===== src/rtl/sna_axi_lite_master.sv =====
// AXI4-Lite master for the SNA bridge: runs one decoded request as a single
// AXI read or write and returns the response tagged with its POV address.
module sna_axi_lite_master (
  input  logic        clk,
  input  logic        rst_n,
  input  logic        req_valid,
  output logic        req_ready,
  input  logic [31:0] req_addr,
  input  logic [31:0] req_data,
  input  logic        req_read,
  input  logic [3:0]  req_pov_addr,
  output logic [31:0] m_awaddr,
  output logic        m_awvalid,
  input  logic        m_awready,
  output logic [2:0]  m_awprot,
  output logic [31:0] m_wdata,
  output logic [3:0]  m_wstrb,
  output logic        m_wvalid,
  input  logic        m_wready,
  input  logic [1:0]  m_bresp,
  input  logic        m_bvalid,
  output logic        m_bready,
  output logic [31:0] m_araddr,
  output logic        m_arvalid,
  input  logic        m_arready,
  output logic [2:0]  m_arprot,
  input  logic [31:0] m_rdata,
  input  logic [1:0]  m_rresp,
  input  logic        m_rvalid,
  output logic        m_rready,
  output logic        rsp_valid,
  input  logic        rsp_ready,
  output logic [31:0] rsp_data,
  output logic [1:0]  rsp_resp,
  output logic        rsp_read,
  output logic [3:0]  rsp_pov_addr,
  output logic [15:0] txn_count
);

  typedef enum logic [2:0] {
    S_IDLE,
    S_WR,
    S_WR_RESP,
    S_RD_ADDR,
    S_RD_DATA,
    S_RSP
  } state_e;

  state_e      state_q, state_d;
  logic [31:0] addr_q, addr_d;
  logic [31:0] wdata_q, wdata_d;
  logic        read_q, read_d;
  logic [3:0]  pov_q, pov_d;
  logic        aw_done_q, aw_done_d;
  logic        w_done_q, w_done_d;
  logic [31:0] rsp_data_q, rsp_data_d;
  logic [1:0]  rsp_resp_q, rsp_resp_d;
  logic        rsp_read_q, rsp_read_d;
  logic [15:0] txn_count_q, txn_count_d;

  always_ff @(posedge clk or negedge rst_n) begin
    if (!rst_n) begin
      state_q     <= S_IDLE;
      addr_q      <= '0;
      wdata_q     <= '0;
      read_q      <= 1'b0;
      pov_q       <= '0;
      aw_done_q   <= 1'b0;
      w_done_q    <= 1'b0;
      rsp_data_q  <= '0;
      rsp_resp_q  <= '0;
      rsp_read_q  <= 1'b0;
      txn_count_q <= '0;
    end else begin
      state_q     <= state_d;
      addr_q      <= addr_d;
      wdata_q     <= wdata_d;
      read_q      <= read_d;
      pov_q       <= pov_d;
      aw_done_q   <= aw_done_d;
      w_done_q    <= w_done_d;
      rsp_data_q  <= rsp_data_d;
      rsp_resp_q  <= rsp_resp_d;
      rsp_read_q  <= rsp_read_d;
      txn_count_q <= txn_count_d;
    end
  end

  always_comb begin
    state_d     = state_q;
    addr_d      = addr_q;
    wdata_d     = wdata_q;
    read_d      = read_q;
    pov_d       = pov_q;
    aw_done_d   = aw_done_q;
    w_done_d    = w_done_q;
    rsp_data_d  = rsp_data_q;
    rsp_resp_d  = rsp_resp_q;
    rsp_read_d  = rsp_read_q;
    txn_count_d = txn_count_q;
    case (state_q)
      S_IDLE: begin
        if (req_valid) begin
          addr_d    = req_addr;
          wdata_d   = req_data;
          read_d    = req_read;
          pov_d     = req_pov_addr;
          aw_done_d = 1'b0;
          w_done_d  = 1'b0;
          state_d   = req_read ? S_RD_ADDR : S_WR;
        end
      end
      S_WR: begin
        // AW and W retire independently; both may land in the same cycle.
        if (m_awready) aw_done_d = 1'b1;
        if (m_wready)  w_done_d  = 1'b1;
        if (aw_done_d && w_done_d) state_d = S_WR_RESP;
      end
      S_WR_RESP: begin
        if (m_bvalid) begin
          rsp_resp_d = m_bresp;
          rsp_data_d = '0;
          rsp_read_d = 1'b0;
          state_d    = S_RSP;
        end
      end
      S_RD_ADDR: begin
        if (m_arready) state_d = S_RD_DATA;
      end
      S_RD_DATA: begin
        if (m_rvalid) begin
          rsp_resp_d = m_rresp;
          rsp_data_d = m_rdata;
          rsp_read_d = 1'b1;
          state_d    = S_RSP;
        end
      end
      S_RSP: begin
        if (rsp_ready) begin
          txn_count_d = txn_count_q + 16'd1;
          state_d     = S_IDLE;
        end
      end
      default: state_d = S_IDLE;
    endcase
  end

  // Every output is a register or a pure decode of state and done flags.
  assign req_ready    = (state_q == S_IDLE);
  assign m_awaddr     = addr_q;
  assign m_awvalid    = (state_q == S_WR) && !aw_done_q;
  assign m_awprot     = 3'b000;
  assign m_wdata      = wdata_q;
  assign m_wstrb      = 4'hF;
  assign m_wvalid     = (state_q == S_WR) && !w_done_q;
  assign m_bready     = (state_q == S_WR_RESP);
  assign m_araddr     = addr_q;
  assign m_arvalid    = (state_q == S_RD_ADDR);
  assign m_arprot     = 3'b000;
  assign m_rready     = (state_q == S_RD_DATA);
  assign rsp_valid    = (state_q == S_RSP);
  assign rsp_data     = rsp_data_q;
  assign rsp_resp     = rsp_resp_q;
  assign rsp_read     = rsp_read_q;
  assign rsp_pov_addr = pov_q;
  assign txn_count    = txn_count_q;

  logic unused_read;
  assign unused_read = read_q;

endmodule


===== config.mk =====
export PLATFORM = sky130hd
export DESIGN_NAME = sna_axi_lite_master
export DESIGN_NICKNAME = d
export VERILOG_FILES = /design/src/rtl/sna_axi_lite_master.sv
export SDC_FILE = /design/constraint.sdc
export NUM_CORES = 1
export LEC_CHECK = 0
export BUFFER_PORTS_ARGS = -buffer_cell sky130_fd_sc_hd__buf_4
export CORE_MARGIN = 2
export CORE_UTILIZATION = 46
export CTS_BUF_LIST = sky130_fd_sc_hd__clkbuf_4 sky130_fd_sc_hd__clkbuf_8
export CTS_CLUSTER_DIAMETER = 40
export DETAILED_ROUTE_END_ITERATION = 12
export HOLD_SLACK_MARGIN = 0.15
export PLACE_DENSITY = 0.83
export RECOVER_POWER = 25
export REMOVE_ABC_BUFFERS = 1
export SLEW_MARGIN = 20
export SYNTH_ARGS = -nofsm -noshare
export SYNTH_HDL_FRONTEND = slang
export SYNTH_SLANG_ARGS = --single-unit

===== constraint.sdc =====
create_clock -name clk -period 1.9 [get_ports clk]
set_clock_uncertainty 0.15 [all_clocks]
set_input_delay 0.285 -clock clk [delete_from_list [all_inputs] [get_ports clk]]
set_output_delay 0.285 -clock clk [all_outputs]
set_load 0.01 [all_outputs]

==> summary.md, run 1 <==
| Metric | Value |
|---|---|
| Startpoint types | `flop` |
| Gr ovfl total | `0` |
| RSZ-0062 raised after global routing | `true` |
| Final min period | `around 1.9 ns` |
| Gr busiest metal | `met2` |
| DR vias/cell | `slightly above 5` |
| Worst hold margin | `~0.18 ns` |
| DRT Pass-1 Iters | `4` |
| Largest family of logic cells by synthesized area | `multiplexers` |
| Synth area leaders | `dfrtp_1 (59%), mux2_2 (16%), buf_4 (6.6%), a22o_1 (5.4%), xnor2_1 (1.8%)` |
| Area of the core | `around 11000 um2` |
| Final WS setup | `about 0.016 ns` |
| Slew Viols, Final | `0` |
| XOR/XNOR Fraction of Synth Area | `2.80%` |
| Worst Hold Class | `input pin to flop` |
| DRC Markers | `0` |
| Compound-Gate Fraction of Synth Area | `under 10%` |
| Worst setup path class | `flop to flop` |
| Detailed placer's ending HPWL | `9.52 mm` |
| Area of the die | `~12000 um2` |
| Worst Setup End Kind | `flop` |
| Synth Warn # | `0` |
| M3 GR Usage | `between 8 and 9%` |
| Mapped cell area | `approximately 5200 um2` |
| Synth cell types | `35` |
| Yosys top cell by area | `dfrtp_1` |
| Req. time, crit path | `2.06 ns` |
| Syn Inst Count | `~370` |
| Die Width | `between 100 and 150 um` |
| H-Tree Level Count | `4` |
| Row count | `38` |
| Power Dens Cells | `between 1500 and 2000 nW/um2` |
| Total CTS buffers | `17` |
| Initial antenna violation count | `1` |
| CTS Sinks | `124` |
| Sequential-to-total area share from yosys stat | `approximately three fifths` |
| Sequential power share | `a little over a third` |
| Filler instances | `about 570` |
| Sw Share | `roughly 35%` |
| Pleak | `4.35 nW` |
| CTS tree | `yes` |
| Syn Area/Cell | `14.1 um2` |
| Largest net degree at the start of global routing | `47` |
| Tot GR Track Use | `about a quarter` |
| Status | `complete, no violations` |
| Skew-Pair Late Insertion Delay | `about 0.42 ns` |
| Bufs on Longest Clock Path | `2` |
| Slew margin rel. | `approximately two fifths` |
| Slew at the pin closest to its max-slew limit | `0.884 ns` |
| Wire per inst | `approximately 19 um` |
| FMAX | `approximately 0.53 GHz` |
| Post-synth ARST share | `between 90% and 100%` |
| Multi-input gate area | `about 1700 um2` |
| Clock share of power | `17.9%` |
| Net Switching | `about 4.7 mW` |
| Vias | `approximately 4600` |
| Endpoints failing setup | `0` |
| Most frequent cell after synthesis | `dfrtp_1` |
| Starting Density | `47.7%` |
| Dpl ws | `about 0.060 ns` |
| Met1 GRT Util | `28.4%` |
| Reg2reg path depth | `5` |
| Layout cells sized above 1 | `55.1%` |
| DR iter-0 viols | `157` |
| Top Ports | `roughly 280` |
| Post-synthesis mux area share | `between 10% and 20%` |
| Post-DRT Antenna Nets | `0` |
| Synth Area in Simple Gates | `under 10%` |
| FF/Latch Area | `3110 um2` |
| Share of the synthesized area in the top cell type | `59.2%` |
| Synth Area in Adders | `0.239%` |
| Gate power share | `a little under half` |
| Die Y | `~110 um` |
| Vias in the first global route | `4950` |
| Global-route wire length before repair | `approximately 26 mm` |
| CP Max Fanout | `17` |
| Pwr Total | `13.5 mW` |
| Nets | `approximately 850` |
| Prevailing post-synth register cell | `dfrtp_1` |
| WHS Path Cells | `4` |
| Worst VDD drop | `0.949 mV` |
| Met2 usage | `between 40% and 50%` |
| Total Wirelength | `approximately 17 mm` |
| Crit share post-route | `99.1%` |
| EDFF count, synth | `0` |
| Reg clk slew, reported paths | `0.08 ns` |
| Final Hold Fails | `0` |
| # port buffers | `around 270` |
| Synth cell count leaders | `dfrtp_1 (124), mux2_2 (73), buf_4 (46)` |
| P&R area growth vs syn | `68.8%` |
| Root buf cell | `clkbuf_8` |
| P_int | `~8.9 mW` |
| Register bit count reported by yosys | `around 120` |
| Max_cap viols | `0` |
| Final GP Congestion | `0.806` |
| Worst Path Arrival | `approximately 2.0 ns` |
-- stage by stage --
step,std cells,instance area [um2],setup TNS [ns],utilization [%]
after floorplan,318,4800,-115.57,-
after global placement,740,7170,0,65.2
after detailed placement,740,7170,0,65.2
after CTS,886,8740,-0.00837,79.6
after global routing,892,8840,-0.405,80.5
final,892,8840,0,80.5
-- state kept, by name, summed over array words and instances (netlist names) --
name	cells
aw_done_q	1
m_araddr	32
m_wdata	32
rsp_data	32
rsp_pov_addr	4
rsp_read	1
rsp_resp	2
state_q	3
txn_count	16
w_done_q	1
-- placed cells by master, fill, tap and decap left out, types with 2 or more instances in the layout --
master,count
buf_4,279
dfrtp_1,121
dlygate4sd3_1,112
mux2_2,72
a22o_1,32
clkbuf_8,18
nand2_1,11
xnor2_1,11
conb_1,10
a21oi_1,6
nor2_1,5
nand3_1,4
clkbuf_4,4
nor3_4,3
inv_1,3
and3_1,3
and4_1,3
bufinv_16,3
clkinvlp_4,3
buf_12,3
buf_6,3
dfrtp_2,3
and2_1,2
nor3_2,2
nand2b_1,2
a21o_1,2
nand4_4,2
xnor2_2,2
xor2_1,2
clkinv_2,2
clkbuf_16,2
-- per-layer routing --
metal  up-vias  wire length [um]  part of all wire [%]
met2       254              9250                    54
met4         0               655                   3.8
met5         -                 0                     0
li1       1997                 -                     -
met1      2245              6190                    36
met3        56              1130                   6.6
-- kinds of logic after synthesis --
| kind of cell | after synthesis |
|---|---|
| flip-flops | 124 |
| adder cells (fa/ha/maj) | 1 |
| multiplexers | 74 |
| XOR/XNOR | 15 |
| AND/OR/NAND/NOR | 46 |
| AO/OA/AOI/OAI | 45 |
| other | 2 |
| buffers and inverters | 65 |
-- critical path, cell delays in order (launching register included) --
cell and delay, ns:
dfrtp_2 0.43, buf_4 0.15, nor3_4 0.18, and2_4 0.27
clkbuf_16 0.23, mux2_2 0.37
-- final timing paths --
check / start / slack (ns) / end
worst max-delay path: state_q[1] / 0.02 / m_araddr[31]
worst min-delay path: req_read / 0.18 / state_q[1]
worst max register to register: state_q[1] / 0.02 / m_araddr[31]
worst min register to register: txn_count[6] / 0.36 / txn_count[6]
max in group asynchronous: rst_n / 0.28 / state_q[1]
min in group asynchronous: rst_n / 0.37 / rsp_data[10]
-- power by group through the flow --
| stage | Clock [mW] | Sequential, mW | Combinational, mW |
|---|---|---|---|
| after CTS | 2.46 | 4.66 | 5.97 |
| final | 2.43 | 4.79 | 6.32 |
| after floorplan | 0 | 5.32 | 1.76 |
| after global placement | 0 | 4.63 | 5.57 |
| after global routing | 2.59 | 4.92 | 6.66 |
| after detailed placement | 0 | 4.68 | 5.70 |
-- final cells by class --
type                       count  share of cell area [%]
timing repair buffer         401                    38.2
sequential                   124                    35.1
multi-input combinational    191                    19.8
clock buffer                  22                    3.14
tap                          140                    1.98
clock inverter                10                    1.59
inverter                       3                   0.127
antenna                        1                  0.0283
-- what timing repair did --
action | CTS | global route
cloned | 0 | 2
endpoints found under the hold margin | 231 | 0
hold buffers | 112 | 0
resized for setup | 5 | 12
buffers inserted | 2 | 3
pin swaps | 0 | 2
endpoints found under the setup margin | 4 | 75
No activity file was read; power rests on OpenSTA's default activity.
==> inputs of run 2 (changes only) <==
--- a/config.mk
+++ b/config.mk
@@ -5,11 +5,13 @@
 export SDC_FILE = /design/constraint.sdc
 export NUM_CORES = 1
 export LEC_CHECK = 0
-export BUFFER_PORTS_ARGS = -buffer_cell sky130_fd_sc_hd__buf_4
+export BUFFER_PORTS_ARGS = -buffer_cell sky130_fd_sc_hd__buf_2
+export CORE_ASPECT_RATIO = 0.6
 export CORE_MARGIN = 2
 export CORE_UTILIZATION = 46
 export CTS_BUF_LIST = sky130_fd_sc_hd__clkbuf_4 sky130_fd_sc_hd__clkbuf_8
 export CTS_CLUSTER_DIAMETER = 40
+export CTS_CLUSTER_SIZE = 16
 export DETAILED_ROUTE_END_ITERATION = 12
 export HOLD_SLACK_MARGIN = 0.15
 export PLACE_DENSITY = 0.83
==> run 2 against run 1 <==
Against the previous run: clock-buffer cell count decreased by 1; register-to-register slack improved by 0.02 ns; non-clock buffer count fell by 3; critical endpoint is now m_bready; largest cell class is now sequential cells.
==> summary.md, run 2 (synthesis gave the netlist of run 1 again) <==
| Metric | Value |
|---|---|
| Status | `complete, no violations` |
| Root buf cell | `clkbuf_8` |
| FMAX | `0.530 GHz` |
| Slew at the pin closest to its max-slew limit | `between 0.9 and 1 ns` |
| Power Dens Cells | `1500 nW/um2` |
| Sequential power share | `~39%` |
| Critical path's top delay family | `flip-flops` |
| Req. time, crit path | `between 1 and 1.5 ns` |
| CP max stage delay | `between 0.4 and 0.5 ns` |
| DR vias/cell | `between 4 and 5` |
| Reg-to-reg slack, setup | `around 0.040 ns` |
| Gr ovfl total | `0` |
| Startpoint types | `flop` |
| Area of the core | `roughly 11000 um2` |
| Vias | `4425` |
| Die Width | `about 140 um` |
| CTS Sinks | `approximately 120` |
| Starting Density | `46.8%` |
| Wire per inst | `between 15 and 20 um` |
| Final core utilization | `between 70% and 80%` |
| Final Hold Fails | `0` |
| Slowest-stage cell, CP | `dfrtp_2` |
| P_int | `a little under 8 mW` |
| Largest net degree at the start of global routing | `69` |
| RSZ-0062 raised after global routing | `true` |
| Finished Layout Cells | `between 800 and 900` |
| M3 GR Usage | `between 7 and 8%` |
| Total Wirelength | `about 16 mm` |
| Net Switching | `about 4.3 mW` |
| Multi-input gate area | `between 1500 and 2000 um2` |
| Worst setup path class | `flop to primary output` |
| Worst Path Arrival | `1.45 ns` |
| # port buffers | `271` |
| Area post-placement | `6500 um2` |
| Crit path cell chain | `and2b_2 -> and2_1 -> buf_2` |
| H-Tree Level Count | `4` |
| Area of the die | `roughly 12000 um2` |
| Nets | `850` |
| Layout cells sized above 1 | `~54%` |
| Worst hold margin | `around 0.31 ns` |
| CTS tree | `yes` |
| Met2 usage | `between 40% and 50%` |
| Final min period | `around 1.9 ns` |
| Initial antenna violation count | `0` |
| Worst Setup End Kind | `primary output` |
| Total CTS buffers | `17` |
| Skew-Pair Late Insertion Delay | `~0.4 ns` |
| Non-Filler Cell Area, Final | `just over 8000 um2` |
| Slew Viols, Final | `0` |
| Gr busiest metal | `met2` |
| CP Max Fanout | `9` |
| Post-DRT Antenna Nets | `0` |
| DRC Markers | `0` |
| Die Y | `approximately 87 um` |
| Worst Hold Class | `input pin to flop` |
| Worst VDD drop | `between 0.7 and 0.8 mV` |
| DR iter-0 viols | `200` |
| Sw Share | `a little over a third` |
| Pleak | `roughly 4 nW` |
| Vias in the first global route | `~4500` |
| Bufs on Longest Clock Path | `2` |
| Slew margin rel. | `roughly two fifths` |
| Filler instances | `between 700 and 800` |
| Top Ports | `between 200 and 300` |
| Detailed placer's ending HPWL | `between 9 and 10 mm` |
| Crit share post-route | `around 99%` |
| Gate power share | `about 42%` |
| Row count | `30` |
| P&R area growth vs syn | `53.8%` |
| Worst path buffer plus inverter count | `1` |
| Commonest non-fill, non-tap cells in the layout | `buf_2 (270), dfrtp_1 (121), dlygate4sd3_1 (112)` |
| Tot GR Track Use | `24.6%` |
| Clock share of power | `approximately a fifth` |
| Reg clk slew, reported paths | `0.07 ns` |
| Final GP Congestion | `approximately 0.8` |
| DRT Pass-1 Iters | `4` |
| FF/Latch Area | `slightly above 3000 um2` |
| Max_cap viols | `0` |
| Antenna cells | `0` |
| Dpl cells | `about 750` |
| Met1 GRT Util | `between 20% and 30%` |
| Most common cell after layout, fill and taps aside | `buf_2` |
| Global-route wire length before repair | `around 23 mm` |
| Endpoints failing setup | `0` |
==> run 2: changes by cell type in the layout (fill, tap and decap cells not counted), sizes merged <==
cell	before	now
buf	286	282
clkinv	3	7
bufinv	3	2
clkinvlp	3	2
diode	1	0
inv	4	3
==> run 2: through the flow <==
stage / setup TNS [ns] / setup slack (ns) / total power [mW]
6_report: 0 / 0.0134 / 12.1
2_1_floorplan: -115.57 / -1.25 / 7.08
3_3_place_gp: 0 / 0.0458 / 9.17
5_1_grt: -0.170 / -0.0773 / 12.7
3_5_place_dp: -0.0812 / -0.0168 / 9.39
4_1_cts: -0.00760 / -0.00760 / 11.9
==> run 2: worst register-to-register path, stage by stage (launching register included) <==
cell	delay (ns)
dfrtp_2	0.47
and2b_2	0.29
nand2_1	0.12
a21o_1	0.25
buf_6	0.21
a22o_1	0.27
==> run 2: metal layers <==
layer | share of wire (%) | vias up
li1 | - | 1989
met1 | 38 | 2179
met2 | 53 | 220
met3 | 6.8 | 37
met4 | 2.5 | 0
met5 | 0 | -
==> run 2: power by group through the flow <==
stage               combinational, mW  clock (mW)  sequential [mW]
global route                     5.45        2.49             4.79
CTS                              4.98        2.35             4.58
detailed placement               4.77           0             4.62
floorplan                        1.76           0             5.32
finish                           5.11        2.31             4.66
global placement                 4.62           0             4.54
==> run 2: cell type report <==
class                   count  share of cell area [%]
well taps                 144                    2.24
clock inverters            11                    1.46
multi-input cells         191                    21.2
clock buffers              21                    3.51
repair buffers            398                    32.9
inverters                   3                   0.140
flip-flops and latches    124                    38.6
==> run 2: repair_timing <==
action,4_1_cts,5_1_grt
endpoints found under the setup margin,21,69
endpoints found under the hold margin,231,0
setup buffers,1,1
cloned,0,1
gates resized for setup,1,7
pin swaps,0,0
hold buffers,112,0
==> run 2: final timing paths <==
path / from / endpoint / cells past startpoint
worst max-delay path: state_q[2] / m_bready / 3
worst min-delay path: m_rvalid / state_q[0] / 5
worst max register to register: state_q[2] / rsp_data[20] / 5
worst min register to register: rsp_read / rsp_read / 1
max in group asynchronous: rst_n / state_q[2] / 3
min in group asynchronous: rst_n / rsp_data[1] / 3
==> inputs of run 3 (changes only) <==
--- a/config.mk
+++ b/config.mk
@@ -14,6 +14,7 @@
 export CTS_CLUSTER_SIZE = 16
 export DETAILED_ROUTE_END_ITERATION = 12
 export HOLD_SLACK_MARGIN = 0.15
+export MAX_ROUTING_LAYER = met4
 export PLACE_DENSITY = 0.83
 export RECOVER_POWER = 25
 export REMOVE_ABC_BUFFERS = 1
==> run 3 against run 2 <==
Against the previous run: utilization unchanged; global-route usage increased by 0.75 points; clock-buffer cell count unchanged; register-to-register slack about the same; die area unchanged; final cell count unchanged; critical path type unchanged.
==> summary.md, run 3 (synthesis gave the netlist of run 1 again) <==
| Metric | Value |
|---|---|
| Commonest non-fill, non-tap cells in the layout | `buf_2 (270), dfrtp_1 (121), dlygate4sd3_1 (112)` |
| Root buf cell | `clkbuf_8` |
| Nets | `850` |
| Post-DRT Antenna Nets | `0` |
| Most common cell after layout, fill and taps aside | `buf_2` |
| Gr busiest metal | `met2` |
| Row count | `30` |
| CP Max Fanout | `8` |
| Top Ports | `between 200 and 300` |
| Total CTS buffers | `17` |
| DRT Pass-1 Iters | `4` |
| Reg clk slew, reported paths | `about 0.070 ns` |
| Non-Filler Cell Area, Final | `about 8100 um2` |
| Worst VDD drop | `slightly above 0.7 mV` |
| Worst Setup End Kind | `primary output` |
| # port buffers | `around 270` |
| DR iter-0 viols | `between 150 and 200` |
| FMAX | `around 0.53 GHz` |
| Skew-Pair Late Insertion Delay | `roughly 0.4 ns` |
| Gr ovfl total | `0` |
| Wire per inst | `between 15 and 20 um` |
| Largest net degree at the start of global routing | `69` |
| Slew margin rel. | `around 39%` |
| Dpl cells | `between 700 and 800` |
| Post-Route Setup TNS | `0 ns` |
| Met2 usage | `45.2%` |
| Req. time, crit path | `between 1 and 1.5 ns` |
| Area of the core | `between 10000 and 15000 um2` |
| Final WS setup | `~0.0065 ns` |
| Detailed placer's ending HPWL | `roughly 9.4 mm` |
| DRC Markers | `0` |
| Initial antenna violation count | `0` |
| Finished Layout Cells | `892` |
| Area post-placement | `between 6000 and 7000 um2` |
| H-Tree Level Count | `4` |
| CTS Sinks | `124` |
| Total Wirelength | `around 16 mm` |
| Worst Hold Class | `input pin to flop` |
| Pleak | `4.11 nW` |
| Die Width | `around 140 um` |
| Area of the die | `approximately 12000 um2` |
| Final min period | `~1.9 ns` |
| M3 GR Usage | `~5.9%` |
| Starting Density | `between 40% and 50%` |
| Global-route wire length before repair | `between 20 and 25 mm` |
| Layout cells sized above 1 | `a little over half` |
| Die Y | `a little under 90 um` |
| Dpl ws | `-0.0168 ns` |
| Slew Viols, Final | `0` |
| Worst setup path class | `flop to primary output` |
| P&R area growth vs syn | `53.8%` |
| Endpoints failing setup | `0` |
| Vias in the first global route | `around 4500` |
| Antenna cells | `0` |
| Slew at the pin closest to its max-slew limit | `roughly 0.9 ns` |
| Power Dens Cells | `approximately 1500 nW/um2` |
| Status | `complete, no violations` |
| Tot GR Track Use | `around a quarter` |
| Reg-to-reg slack, setup | `0.04 ns` |
| CTS tree | `yes` |
| Startpoint types | `flop` |
| Met1 GRT Util | `roughly 28%` |
| Max_cap viols | `0` |
| Final Hold Fails | `0` |
| Crit share post-route | `99.7%` |
| Final GP Congestion | `0.799` |
| RSZ-0062 raised after global routing | `true` |
| DR vias/cell | `between 4 and 5` |
| Bufs on Longest Clock Path | `2` |
| Worst Path Arrival | `roughly 1.5 ns` |
| Vias | `roughly 4400` |
==> run 3: cell counts in the layout (fill, tap and decap cells not counted) <==
No cell type changed its count.
==> run 3: layout make-up <==
type / count / area [um2]
Clock buffer: 21 / 283
Clock inverter: 11 / 118
Fill cell: 746 / 3130
Inverter: 3 / 11.3
Multi-Input combinational cell: 191 / 1710
Sequential cell: 124 / 3110
Tap cell: 144 / 180
Timing Repair Buffer: 398 / 2650
==> run 3: repair_timing <==
action | in CTS | in global routing
hold buffers | 112 | 0
pin swaps | 0 | 0
buffers inserted | 1 | 1
endpoints found under the hold margin | 231 | 0
resized for setup | 1 | 7
gates cloned | 0 | 1
endpoints found under the setup margin | 21 | 69
==> run 3: stage by stage <==
| step | total power, mW | hold slack, ns | utilization (%) |
|---|---|---|---|
| 5_1_grt | 12.7 | 0.309 | 72.0 |
| 6_report | 12.1 | 0.309 | 72.0 |
| 4_1_cts | 11.9 | 0.256 | 71.8 |
| 3_5_place_dp | 9.39 | 0.176 | 58.1 |
| 3_3_place_gp | 9.17 | 0.156 | 58.1 |
| 2_1_floorplan | 7.08 | -0.161 | - |
==> run 3: report_power, final <==
part,leakage [nW],switching [mW],total [mW],internal (mW)
Sequential,1.54,0.829,4.66,3.83
Clock,0.205,1.03,2.31,1.28
Combinational,2.37,2.48,5.11,2.63
==> run 3: layer usage <==
layer	vias to the layer above	part of all wire, %
li1	1988	-
met1	2178	39
met5	-	0
met2	203	53
met4	0	2.5
met3	38	6.0
==> run 3: worst max-delay path, cell delays in order, from the launching register on <==
cell      delay [ns]
dfrtp_2         0.47
nand2b_1        0.22
nor3_1          0.18
buf_2           0.18
==> run 3: path summary, 6_finish.rpt <==
kind / startpoint / to / cells after the start
worst max register to register: state_q[2] / rsp_data[20] / 5
worst min-delay path: m_rvalid / state_q[0] / 5
max in group asynchronous: rst_n / state_q[2] / 3
worst max-delay path: state_q[1] / m_wvalid / 3
min in group asynchronous: rst_n / rsp_data[1] / 3
worst min register to register: rsp_read / rsp_read / 1
